<file path="src/rtl/usb_pkg.sv">
// Shared types and constants for the USB receive bit-unstuffing path.
// Holds the unstuffer state encoding and the stuffing / byte geometry.
package usb_pkg;

  typedef enum logic [1:0] {
    IDLE  = 2'd0,
    RUN   = 2'd1,
    STUFF = 2'd2,
    ERR   = 2'd3
  } state_t;

  localparam int STUFF_RUN_LEN = 6;
  localparam int BYTE_W        = 8;
  localparam int BIT_CNT_W     = $clog2(BYTE_W);
  localparam int ONES_W        = 3;

  // Next ones-run count after an accepted '1'; clamps so it can never pass the run limit.
  function automatic logic [ONES_W-1:0] ones_step(input logic [ONES_W-1:0] cnt);
    if (cnt >= ONES_W'(STUFF_RUN_LEN)) begin
      return ONES_W'(STUFF_RUN_LEN);
    end
    return cnt + ONES_W'(1);
  endfunction

endpackage

</file>
<file path="src/rtl/rx_byte_assembler.sv">
// Collects forwarded payload bits (LSB first) into bytes.
// byte_out only changes when a byte completes; clr drops any partial byte.
module rx_byte_assembler
  import usb_pkg::*;
(
  input  logic              clk,
  input  logic              rst,
  input  logic              clr,
  input  logic              bit_valid,
  input  logic              bit_in,
  output logic [BYTE_W-1:0] byte_out,
  output logic              byte_valid
);

  logic [BIT_CNT_W-1:0] bit_cnt_reg;
  logic [BYTE_W-1:0]    shift_reg;
  logic [BYTE_W-1:0]    byte_next;
  logic                 last_bit;

  // The completing bit lands directly in the output word, so byte_out
  // is ready in the same cycle as that bit's data_ready.
  for (genvar gi = 0; gi < BYTE_W; gi++) begin : g_byte_next
    assign byte_next[gi] = (bit_cnt_reg == BIT_CNT_W'(gi)) ? bit_in : shift_reg[gi];
  end

  assign last_bit = (bit_cnt_reg == BIT_CNT_W'(BYTE_W - 1));

  always_ff @(posedge clk or negedge rst) begin
    if (!rst) begin
      bit_cnt_reg <= '0;
      shift_reg   <= '0;
      byte_out    <= '0;
      byte_valid  <= 1'b0;
    end else begin
      byte_valid <= 1'b0;
      if (clr) begin
        bit_cnt_reg <= '0;
      end else if (bit_valid) begin
        shift_reg <= byte_next;
        if (last_bit) begin
          byte_out    <= byte_next;
          byte_valid  <= 1'b1;
          bit_cnt_reg <= '0;
        end else begin
          bit_cnt_reg <= bit_cnt_reg + BIT_CNT_W'(1);
        end
      end
    end
  end

endmodule

</file>
<file path="src/rtl/bit_unstuffer.sv">
// USB receive bit unstuffer: removes the 0 inserted after six 1s and flags stuff violations.
// Optional macro STUFF_ERR_CNT_EN adds a saturating err_count output.
module bit_unstuffer
  import usb_pkg::*;
(
  input  logic              clk,
  input  logic              rst,
  input  logic              pkt_active,
  input  logic              data_valid,
  input  logic              data_in,
  output logic              unstuffed_data_out,
  output logic              data_ready,
  output logic [BYTE_W-1:0] byte_out,
  output logic              byte_valid,
  output logic              stuff_err
`ifdef STUFF_ERR_CNT_EN
  ,
  output logic [7:0]        err_count
`endif
);

  state_t              state_reg, state_next;
  logic [ONES_W-1:0]   ones_reg, ones_next;
  logic                fwd;
  logic                err_hit;
  logic                asm_clr;

  always_ff @(posedge clk or negedge rst) begin
    if (!rst) begin
      state_reg <= IDLE;
      ones_reg  <= '0;
    end else begin
      state_reg <= state_next;
      ones_reg  <= ones_next;
    end
  end

  // Packet end beats data_valid in every non-IDLE state.
  always_comb begin
    state_next = state_reg;
    ones_next  = ones_reg;
    fwd        = 1'b0;
    err_hit    = 1'b0;
    if (state_reg == IDLE) begin
      if (pkt_active) begin
        state_next = RUN;
        ones_next  = '0;
      end
    end else if (!pkt_active) begin
      state_next = IDLE;
      ones_next  = '0;
    end else if (data_valid) begin
      case (state_reg)
        RUN: begin
          fwd = 1'b1;
          if (!data_in) begin
            ones_next = '0;
          end else if (ones_reg == ONES_W'(STUFF_RUN_LEN - 1)) begin
            ones_next  = '0;
            state_next = STUFF;
          end else begin
            ones_next = ones_step(ones_reg);
          end
        end
        STUFF: begin
          if (data_in) begin
            err_hit    = 1'b1;
            state_next = ERR;
          end else begin
            state_next = RUN;
          end
        end
        default: begin
        end
      endcase
    end
  end

  always_ff @(posedge clk or negedge rst) begin
    if (!rst) begin
      unstuffed_data_out <= 1'b0;
      data_ready         <= 1'b0;
      stuff_err          <= 1'b0;
    end else begin
      data_ready <= fwd;
      stuff_err  <= err_hit;
      if (fwd) begin
        unstuffed_data_out <= data_in;
      end
    end
  end

  // Bit position restarts at every packet boundary, including IDLE->RUN.
  assign asm_clr = (state_reg == IDLE) || !pkt_active;

  rx_byte_assembler u_asm (
    .clk        (clk),
    .rst        (rst),
    .clr        (asm_clr),
    .bit_valid  (fwd),
    .bit_in     (data_in),
    .byte_out   (byte_out),
    .byte_valid (byte_valid)
  );

`ifdef STUFF_ERR_CNT_EN
  always_ff @(posedge clk or negedge rst) begin
    if (!rst) begin
      err_count <= '0;
    end else if (err_hit && (err_count != 8'hFF)) begin
      err_count <= err_count + 8'd1;
    end
  end
`endif

endmodule

</file>
<file path="config.mk">
export PLATFORM = sky130hd
export DESIGN_NAME = bit_unstuffer
export DESIGN_NICKNAME = d
export VERILOG_FILES = /design/src/rtl/usb_pkg.sv /design/src/rtl/rx_byte_assembler.sv /design/src/rtl/bit_unstuffer.sv
export SDC_FILE = /design/constraint.sdc
export NUM_CORES = 1
export LEC_CHECK = 0
export CORE_MARGIN = 4
export CORE_UTILIZATION = 49
export CTS_CLUSTER_SIZE = 20
export DETAILED_ROUTE_END_ITERATION = 8
export PLACE_DENSITY = 0.74
export SYNTH_ARGS = -nofsm -noshare
export SYNTH_HDL_FRONTEND = slang
export SYNTH_SLANG_ARGS = --single-unit
</file>
<file path="constraint.sdc">
create_clock -name clk -period 1.61 [get_ports clk]
set_clock_uncertainty 0.05 [all_clocks]
set_input_delay 0.2415 -clock clk [delete_from_list [all_inputs] [get_ports clk]]
set_output_delay 0.2415 -clock clk [all_outputs]
set_load 0.005 [all_outputs]
</file>
==> results.ini <==
[grt]
grt-ovfl-total=0
track_usage_pct=17.1
antenna_found_initial=0
grt_pass1_vias=1082
grt_pass1_wl_mm=5.39
grt_max_degree=28

[power]
power.leakage_uw=0.000912
power_density_mw_per_mm2=1050
peakVddDrop_uv=805

[floorplan]
die_y_microns=62.7
dieArea_sq_mm=0.00393
chipWidth_microns=62.7
io_pins=17
start_util_pct=52.2
rows=19
coreArea_sq_mm=0.00281

[finish]
drive_gt1_share_pct=33.3
fill_cells=225
area_growth_pct=30.1
largest_reg_flops=8
antenna_cells=0
fin_nets=182

[placement]
gp_congestion=0.864
portBuffers=16
post-dp-hpwl_mm=2.15

[worst_setup_path]
worstPathMaxFanout=7
r2r_setup_slack_ns=-0.02
path_class=reg2reg
start_kind=flop
r2r-start=state_reg[0]
reg2reg_to=ones_reg[2]
crit_required_ns=1.80
cp-end-kind=flop
crit_arrival_ns=1.82
slowest_stage=or4b_4
path_cells=inv_2, ha_4, o21bai_4, or4b_4, o32ai_2
r2r_cells=5
max_stage_delay_ns=0.50

[timing]
fin_tns_setup_ns=-0.0260
fin_ws_ns=-0.0224
grt_setup_unrepaired=yes
slew_violations=0
timing.hold.ws_ns=0.198
period_minus_slack_ns=1.63
fmaxAchievable_mhz=613
setup_viol=2
timing.final.crit_share_pct=101
worst_slew_pin_slew_ns=0.419
maxSlewHeadroom_pct=72.0
hold_viol_final=0

[route]
first_pass_iters=5
vias_per_cell=5.46
ant_nets=0
wl_mm=3.01
drc=0
vias=1071
drt_iter0_markers=17
wl_per_cell_microns=15.4

[clock_tree]
htreeDepth=1
cts.root.buffer_cell=clkbuf_4
numClockSinks=27
path_clk_slew_ns=0.16
cts_made_buffers=3
insertion_delay_ns=0.33
clk_path_buf_depth=2
cts_tree=built

[synth]
ys_ff_latch=27
yosys_warnings=0
synth_simple_gate_area_share_pct=13.2
synthMuxAreaShare_pct=12.6
syn_nets=149
synth_cells=133
ys_seq_area_share_pct=46.1
synthDistinctLibCells=32
ys.flop_type=dfrtp_1
synth_area_sq_mm=0.00147
synth_compound_area_share_pct=12.8
synth-adder-area-share_pct=9.39
synthXorXnorAreaFrac_pct=0
synth-async-reset-ratio_pct=100
synth_top_family_by_area=simple AND/OR/NAND/NOR gates
synth_edf_count=0
avgSynthCellArea_sq_um=11.0

[hold_path]
hold_class=in2async

[outcome]
violations=negative setup slack
status=complete, but fails checks

[run]
max_cap_viol_count=0

per-stage QoR:
stage	total power (uW)	cell area (sq um)	setup WS, ns	std cells	utilization (%)
final	2000	1910	-0.0224	196	68.0
after global routing	2150	1910	-0.0973	196	68.0
after CTS	1950	1820	-0.0151	194	64.8
after detailed placement	1540	1750	-0.216	187	62.3
after global placement	1500	1750	-0.179	187	62.3
after floorplan	1310	1500	-0.0171	133	-
critical path: cells and delay by family, from the launching register on:
family                     cells  cell delay, ns
AOI/OAI and AO/OA              2            0.29
buffers and inverters          1            0.09
adders and majority gates      1            0.18
DFF                            1            0.44
and+or+nand+nor                1            0.50
cell type report:
class	instances	area [sq um]	area share (%)
flip-flops and latches	27	676	35.4
inverters	11	46.3	2.43
repair inverters	1	6.26	0.328
repair buffers	34	302	15.8
well taps	31	38.8	2.03
clock buffers	3	22.5	1.18
multi-input cells	88	808	42.4
clock inverters	1	7.51	0.394
cells in the mapped netlist (2+ instances only):
master / number / share of area (%)
a221oi_1: 2 / 1.2
buf_4: 2 / 1.0
inv_1: 10 / 2.6
ha_1: 11 / 9.4
a21oi_1: 16 / 5.5
mux2i_1: 9 / 6.1
nor2b_1: 2 / 0.85
nand2b_1: 3 / 1.3
nand3_1: 10 / 3.4
o22ai_1: 2 / 0.85
nand2_1: 8 / 2.0
mux2_2: 7 / 5.4
clkbuf_1: 3 / 0.77
o21ai_0: 4 / 1.4
dfrtp_1: 27 / 46
cells in the final DEF, fill, tap and decap left out, types with 3 or more instances in the layout:
| cell type | count |
|---|---|
| a21oi_2 | 6 |
| nand2b_1 | 3 |
| ha_1 | 6 |
| mux2i_1 | 9 |
| dfrtp_1 | 27 |
| nand3_1 | 7 |
| ha_2 | 3 |
| buf_4 | 17 |
| mux2_4 | 3 |
| o21ai_0 | 4 |
| mux2_2 | 5 |
| inv_1 | 8 |
| a21oi_1 | 10 |
| clkbuf_4 | 3 |
| clkdlybuf4s50_1 | 15 |
| nand2_1 | 8 |
worst max path at each step:
stage	to	depth (start not counted)	slack (ns)	start
6_report	ones_reg[2]	5	-0.02	state_reg[0]
5_1_grt	ones_reg[2]	5	-0.1	state_reg[0]
4_1_cts	ones_reg[2]	5	-0.02	state_reg[0]
3_5_place_dp	u_asm.byte_out[7]	5	-0.22	pkt_active
3_3_place_gp	u_asm.byte_out[7]	5	-0.18	pkt_active
2_1_floorplan	u_asm.byte_out[7]	7	-0.02	state_reg[0]
per-layer routing:
layer | up-vias | wire [microns] | GRT usage (%)
li1 | 531 | - | -
met1 | 523 | 1480 | 24.6
met2 | 15 | 1420 | 26.4
met3 | 2 | 88 | 2.88
met4 | 0 | 20 | 4.96
met5 | - | 0 | 0
kinds of logic after synthesis:
group,after synthesis
AND/OR/NAND/NOR,31
AO/OA/AOI/OAI,29
flip-flops,27
buffers and inverters,18
multiplexers,17
adder cells (fa/ha/maj),11
timing repair:
action | 4_1_cts | 5_1_grt
setup endpoints to repair | 3 | 13
setup buffers | 3 | 1
cloned | 0 | 1
hold buffers | 0 | 0
resized for setup | 2 | 20
pin swaps | 2 | 2
hold endpoints to repair | 0 | 0
report_power, final:
| part | switching (uW) | internal [uW] |
|---|---|---|
| Clock | 215 | 94.9 |
| Combinational | 405 | 461 |
| Sequential | 64.9 | 759 |
| Total | 685 | 1320 |
(Power assumes the default switching activity.)
